`src/rtl/poly_accel_pkg.sv`:
```
// Shared definitions for the polynomial accelerator command interface:
// opcodes, command token field positions and the token pack helper.
package poly_accel_pkg;

    localparam logic [7:0] OP_STP = 8'd0;
    localparam logic [7:0] OP_EVP = 8'd1;
    localparam logic [7:0] OP_EVB = 8'd2;
    localparam logic [7:0] OP_RST = 8'd3;

    localparam int CMD_W     = 16;
    localparam int INSTR_LSB = 0;
    localparam int INSTR_MSB = 7;
    localparam int ARG1_LSB  = 8;
    localparam int ARG1_MSB  = 10;
    localparam int ARG2_LSB  = 11;
    localparam int ARG2_MSB  = 15;

    // Largest operand stream is STP with N=31, i.e. 32 coefficients.
    localparam int REM_W = 6;

    typedef enum logic [1:0] {
        ST_IDLE = 2'd0,
        ST_DATA = 2'd1,
        ST_CMD  = 2'd2
    } issue_state_t;

    function automatic logic [CMD_W-1:0] pack_command(input logic [7:0] instr,
                                                      input logic [2:0] arg1,
                                                      input logic [4:0] arg2);
        logic [CMD_W-1:0] c;
        c = '0;
        c[INSTR_MSB:INSTR_LSB] = instr;
        c[ARG1_MSB:ARG1_LSB]   = arg1;
        c[ARG2_MSB:ARG2_LSB]   = arg2;
        return c;
    endfunction

    // Unknown opcodes carry no operands so they can still be forwarded verbatim.
    function automatic logic [REM_W-1:0] operand_count(input logic [7:0] instr,
                                                       input logic [4:0] arg2);
        logic [REM_W-1:0] n;
        case (instr)
            OP_STP:  n = {1'b0, arg2} + 6'd1;
            OP_EVP:  n = 6'd1;
            OP_EVB:  n = {1'b0, arg2};
            default: n = 6'd0;
        endcase
        return n;
    endfunction

endpackage

```
`src/rtl/poly_cmd_issuer.sv`:
```
// Host-side command issuer: streams operand tokens to the data FIFO, then the packed command token.
// Optional request checking (bad opcode / slot) is enabled by defining ISSUE_CHECK_EN.
module poly_cmd_issuer
    import poly_accel_pkg::*;
#(
    parameter int word_size = 16,
    parameter int n_size    = 8
) (
    input  logic                 clk,
    input  logic                 rst,
    input  logic                 req_valid,
    output logic                 req_ready,
    input  logic [7:0]           req_instr,
    input  logic [2:0]           req_arg1,
    input  logic [4:0]           req_arg2,
    input  logic                 src_valid,
    input  logic [word_size-1:0] src_data,
    output logic                 src_ready,
    input  logic [word_size-1:0] free_data,
    input  logic [word_size-1:0] free_command,
    output logic                 wr_en_data,
    output logic [word_size-1:0] data_out,
    output logic                 wr_en_command,
    output logic [word_size-1:0] command_out,
    output logic                 busy,
    output logic                 done,
    output logic                 err,
    output logic [15:0]          issued_count
);

    issue_state_t     state;
    issue_state_t     state_nxt;
    logic [7:0]       instr_q;
    logic [2:0]       arg1_q;
    logic [4:0]       arg2_q;
    logic [REM_W-1:0] remaining;
    logic [REM_W-1:0] load_count;
    logic             req_fire;
    logic             req_bad;
    logic             req_take;
    logic             src_fire;
    logic             cmd_fire;
    logic             data_room;

    assign load_count = operand_count(req_instr, req_arg2);
    assign req_fire   = req_valid && req_ready;
    assign req_take   = req_fire && !req_bad;
    assign src_fire   = src_valid && src_ready;

`ifdef ISSUE_CHECK_EN
    logic [31:0] arg1_ext;
    assign arg1_ext = 32'(req_arg1);
    assign req_bad  = (req_instr > OP_RST) || (arg1_ext >= 32'(n_size));
`else
    logic unused_cfg;
    assign unused_cfg = (n_size == 0);
    assign req_bad    = 1'b0;
`endif

    // The write issued last cycle is not yet reflected in free_data.
    assign data_room = (free_data >= word_size'(2)) ||
                       ((free_data == word_size'(1)) && !wr_en_data);

    always_ff @(posedge clk) begin
        if (rst) begin
            state <= ST_IDLE;
        end else begin
            state <= state_nxt;
        end
    end

    always_comb begin
        state_nxt = state;
        case (state)
            ST_IDLE: begin
                if (req_take) begin
                    state_nxt = (load_count == '0) ? ST_CMD : ST_DATA;
                end
            end
            ST_DATA: begin
                if (src_fire && (remaining == 6'd1)) begin
                    state_nxt = ST_CMD;
                end
            end
            ST_CMD: begin
                if (cmd_fire) begin
                    state_nxt = ST_IDLE;
                end
            end
            default: state_nxt = ST_IDLE;
        endcase
    end

    // Command waits for the last data strobe to retire so operands always land first.
    always_comb begin
        req_ready = 1'b0;
        busy      = 1'b1;
        src_ready = 1'b0;
        cmd_fire  = 1'b0;
        case (state)
            ST_IDLE: begin
                req_ready = 1'b1;
                busy      = 1'b0;
            end
            ST_DATA: begin
                src_ready = data_room;
            end
            ST_CMD: begin
                cmd_fire = (free_command != '0) && !wr_en_data;
            end
            default: begin
                busy = 1'b1;
            end
        endcase
    end

    always_ff @(posedge clk) begin
        if (rst) begin
            instr_q       <= '0;
            arg1_q        <= '0;
            arg2_q        <= '0;
            remaining     <= '0;
            wr_en_data    <= 1'b0;
            data_out      <= '0;
            wr_en_command <= 1'b0;
            command_out   <= '0;
            done          <= 1'b0;
            issued_count  <= '0;
        end else begin
            wr_en_data    <= src_fire;
            wr_en_command <= cmd_fire;
            done          <= cmd_fire;
            if (req_take) begin
                instr_q   <= req_instr;
                arg1_q    <= req_arg1;
                arg2_q    <= req_arg2;
                remaining <= load_count;
            end else if (src_fire) begin
                remaining <= remaining - 6'd1;
            end
            if (src_fire) begin
                data_out <= src_data;
            end
            if (cmd_fire) begin
                command_out  <= word_size'(pack_command(instr_q, arg1_q, arg2_q));
                issued_count <= issued_count + 16'd1;
            end
        end
    end

`ifdef ISSUE_CHECK_EN
    always_ff @(posedge clk) begin
        if (rst) begin
            err <= 1'b0;
        end else begin
            err <= req_fire && req_bad;
        end
    end
`else
    assign err = 1'b0;
`endif

endmodule

```
`config.mk`:
```
export PLATFORM = sky130hd
export DESIGN_NAME = poly_cmd_issuer
export DESIGN_NICKNAME = d
export VERILOG_FILES = /design/src/rtl/poly_accel_pkg.sv /design/src/rtl/poly_cmd_issuer.sv
export SDC_FILE = /design/constraint.sdc
export NUM_CORES = 1
export LEC_CHECK = 0
export BUFFER_PORTS_ARGS = -buffer_cell sky130_fd_sc_hd__buf_2
export CORE_MARGIN = 1.5
export CORE_UTILIZATION = 35
export CTS_BUF_LIST = sky130_fd_sc_hd__clkbuf_4 sky130_fd_sc_hd__clkbuf_8 sky130_fd_sc_hd__clkbuf_16
export CTS_CLUSTER_SIZE = 12
export DETAILED_ROUTE_END_ITERATION = 6
export RECOVER_POWER = 25
export SLEW_MARGIN = 20
export SYNTH_ARGS = -nofsm -noshare
export SYNTH_HDL_FRONTEND = slang
export SYNTH_SLANG_ARGS = --single-unit
```
`constraint.sdc`:
```
create_clock -name clk -period 2.6 [get_ports clk]
set_input_delay 0.39 -clock clk [delete_from_list [all_inputs] [get_ports clk]]
set_output_delay 0.39 -clock clk [all_outputs]
set_load 0.05 [all_outputs]
```
==> impl_metrics.env <==
export IMPL_status="finished with violations"
export IMPL_violations="design-rule violations"
export IMPL_ys_ff_latch=74
export IMPL_tightest_slew_ns=0.6615
export IMPL_n_antenna_cell=0
export IMPL_cap_violations=0
export IMPL_synth_top_area_share_pct=46.18
export IMPL_layout_drive_gt1_share_pct=23.46
export IMPL_placed_area_um2=3928
export IMPL_critPathArrivalTime_ns=2.46
export IMPL_pre_cts_slack_ns=0.2123
export IMPL_rsz0062_at_grt="false"
export IMPL_hold_end="data_out[15]$_SDFFE_PP0P_"
export IMPL_cell_internal_pwr_mw=1.630
export IMPL_post_drt_wl_per_cell_um=12.99
export IMPL_multi_input_area_um2=1599
export IMPL_syn_mean_instance_area_um2=8.420
export IMPL_postCtsHoldBufs=0
export IMPL_min_from="src_data[15]"
export IMPL_ios=123
export IMPL_path_buf_inv=0
export IMPL_grt_pass1_wl_um=13280
export IMPL_drc=12
export IMPL_cts_tree="built"
export IMPL_rows=34
export IMPL_area_delta_synth_final_pct=26.37
export IMPL_ir_drop_v=0.0002438
export IMPL_finalCritPeriodShare_pct=84.40
export IMPL_r2r_start="issued_count[3]$_SDFFE_PP0P_"
export IMPL_regArea_um2=1481
export IMPL_crit_type="flip-flop to flip-flop"
export IMPL_synth_top_cell_by_area="dfxtp_1"
export IMPL_fmax_mhz=455.7
export IMPL_clockBufferDepth=2
export IMPL_synthCells=381
export IMPL_cts_sinks=74
export IMPL_post_cts_buffers=0
export IMPL_wl_um=7938
export IMPL_comb_power_share_pct=12.7
export IMPL_p_clk_share_pct=35.0
export IMPL_fillerInstances=932
export IMPL_min_path_cells=3
export IMPL_die_y_um=98.74
export IMPL_yosysMostFrequentCell="nand2_1"
export IMPL_syn_area_um2=3208
export IMPL_start_util_pct=36.43
export IMPL_critPathTopFamily="simple AND/OR/NAND/NOR gates"
export IMPL_ys_seq_area_share_pct=46.18
export IMPL_insertion_delay_ns=0.33
export IMPL_p_switching_uw=636.2
export IMPL_grt_max_degree=48
export IMPL_first_pass_iters=7
export IMPL_first_global_vias=2900
export IMPL_path_cells="and4_1 > nand2_1 > nor4_1 > or3b_2 > a21oi_1"
export IMPL_worst_slack_ns=0.4055
export IMPL_p_sw_share_pct=28.07
export IMPL_post_route_min_period_ns=2.194
export IMPL_core_area_um2=8806
export IMPL_rrSetupSlack_ns=0.41
export IMPL_path_clk_slew_ns=0.08
export IMPL_postRouteAntennaNets=0
export IMPL_fp_dieW_um=98.74
export IMPL_antenna_found_initial=0
export IMPL_use_met3_pct=4.539
export IMPL_grt_util_met2_pct=27.75
export IMPL_synth_edf_count=0
export IMPL_leakage_nw=1.718
export IMPL_synth_commonest_cells="76 x nand2_1, 74 x dfxtp_1, 46 x a21oi_1, 32 x nor2_1"
export IMPL_ctsHtreeMaxLevel=3
export IMPL_vias_per_cell=5.082
export IMPL_drtIter0Drc=103
export IMPL_synth_area_top_cells="dfxtp_1 46%, nand2_1 8.9%, a21oi_1 7.2%"
export IMPL_fin_area_um2=4054
export IMPL_critPathLaunchType="flip-flop"
export IMPL_synth_async_sr_flop_share_pct=0
export IMPL_final_core_util_pct=46.04
export IMPL_grt_overflow=0
export IMPL_setup_viol=0
export IMPL_seqPwrFrac_pct=52.2
export IMPL_reg2reg_to="issued_count[13]$_SDFFE_PP0P_"
export IMPL_cts_resized=0
export IMPL_cp_end_kind="flip-flop"
export IMPL_fin_worst_skew_ns=0.006507
export IMPL_ys_warnings_count=0
export IMPL_r2r_cells=5
export IMPL_grt_use_total_pct=16.55
export IMPL_worstPathRequired_ns=2.87
export IMPL_use_met1_pct=21.45
export IMPL_port_buffers=121
export IMPL_dieArea_um2=9750
export IMPL_ys_types=46
export IMPL_gp_congestion=0.7689
export IMPL_dp_cells=597
export IMPL_power_density_nw_per_um2=559.1
export IMPL_finalHoldViolCount=0
export IMPL_nNetsFinal=572
export IMPL_relSlewSlack_pct=55.90
export IMPL_hp_class="input pin to flip-flop"
export IMPL_cts_buffers=9
export IMPL_crit_slowest_cell="nor4_1"
export IMPL_vias=3105
export IMPL_crit_fanout=7
export IMPL_dp_final_hpwl_um=5804
export IMPL_gr_max_usage_layer="met2"
export IMPL_stdcell_count=611
export IMPL_slowest_delay_ns=0.57
export IMPL_ys_flop_type="dfxtp_1"
export IMPL_fin_tns_setup_ns=0
export IMPL_syn_nets=453
export IMPL_maxSlewViolCount=0
export IMPL_cts_root_buf="clkbuf_8"
-- cells in the final DEF, fill, tap and decap left out, types with 2 or more instances in the layout --
| cell | count |
|---|---|
| a211oi_1 | 3 |
| o22ai_1 | 3 |
| ha_1 | 4 |
| or4_4 | 2 |
| a21oi_1 | 46 |
| xnor2_1 | 16 |
| clkinvlp_4 | 2 |
| buf_2 | 89 |
| clkbuf_1 | 32 |
| mux2i_1 | 16 |
| buf_4 | 6 |
| o21ai_0 | 8 |
| nor2b_1 | 4 |
| nand3_1 | 8 |
| dfxtp_1 | 74 |
| nand4_1 | 4 |
| a2111oi_0 | 2 |
| nand2_1 | 76 |
| and4_1 | 2 |
| a21o_1 | 2 |
| nor3_1 | 5 |
| clkbuf_8 | 10 |
| or3_1 | 5 |
| o31ai_1 | 2 |
| inv_1 | 11 |
| nor4_1 | 9 |
| nor2_1 | 32 |
| or4_1 | 7 |
-- worst reg2reg max path, cell delays in order, from the launching register on --
cell     delay [ns]
dfxtp_1        0.45
and4_1         0.31
nand2_1        0.17
nor4_1         0.57
or3b_2         0.50
a21oi_1        0.14
-- per-stage QoR --
stage               hold WS (ns)  total power [mW]
floorplan                 0.4321             1.389
global placement          0.4388             1.498
detailed placement        0.4468             1.505
CTS                       0.2708             2.305
global route              0.2704             2.383
finish                    0.2852             2.267
-- worst max-delay path by stage --
stage,start,to,slack (ns),cells past startpoint
4_1_cts,issued_count[3]$_SDFFE_PP0P_,issued_count[13]$_SDFFE_PP0P_,0.39,5
6_report,issued_count[3]$_SDFFE_PP0P_,issued_count[13]$_SDFFE_PP0P_,0.41,5
2_1_floorplan,wr_en_data$_SDFF_PP0_,src_ready,0.21,2
5_1_grt,issued_count[3]$_SDFFE_PP0P_,issued_count[13]$_SDFFE_PP0P_,0.20,5
3_3_place_gp,req_instr[7],remaining[5]$_SDFFE_PP0P_,0.23,6
3_5_place_dp,req_instr[7],remaining[5]$_SDFFE_PP0P_,0.21,6
-- state kept, by name, indices dropped and copies added, names as in the netlist --
signal and cells:
done 1, command_out 16, data_out 16, instr_q 8
arg2_q 5, state 2, arg1_q 3, wr_en_data 1
issued_count 16, remaining 6
-- per-layer routing --
layer | wire length (um) | vias to the layer above
met4 | 59 | 0
met3 | 583 | 7
met1 | 3602 | 1438
met5 | 0 | -
li1 | - | 1558
met2 | 3692 | 102
-- layout make-up --
cell class              count  area share [%]
clock inverters             4          0.7099
clock buffers              10           3.395
repair buffers            128           15.56
well taps                 108           3.333
multi-input cells         276           39.44
inverters                  11           1.019
flip-flops and latches     74           36.54
-- cell families after synthesis --
group	count (synthesis)	share of synthesized area (%)
AOI/OAI and AO/OA	74	14.08
xor gates and xnor gates	17	4.641
adders and majority gates	4	1.560
buffers and inverters	31	3.978
DFF	74	46.18
muxes	17	5.343
other	1	0.1169
and+or+nand+nor	163	24.10
-- power by group through the flow --
stage	Clock [mW]	Sequential [mW]	Combinational, mW
after global routing	0.874	1.19	0.321
after CTS	0.826	1.18	0.295
after global placement	0	1.21	0.288
final	0.794	1.18	0.289
after floorplan	0	1.24	0.145
after detailed placement	0	1.21	0.294
Power figures use the tool's default switching activity.
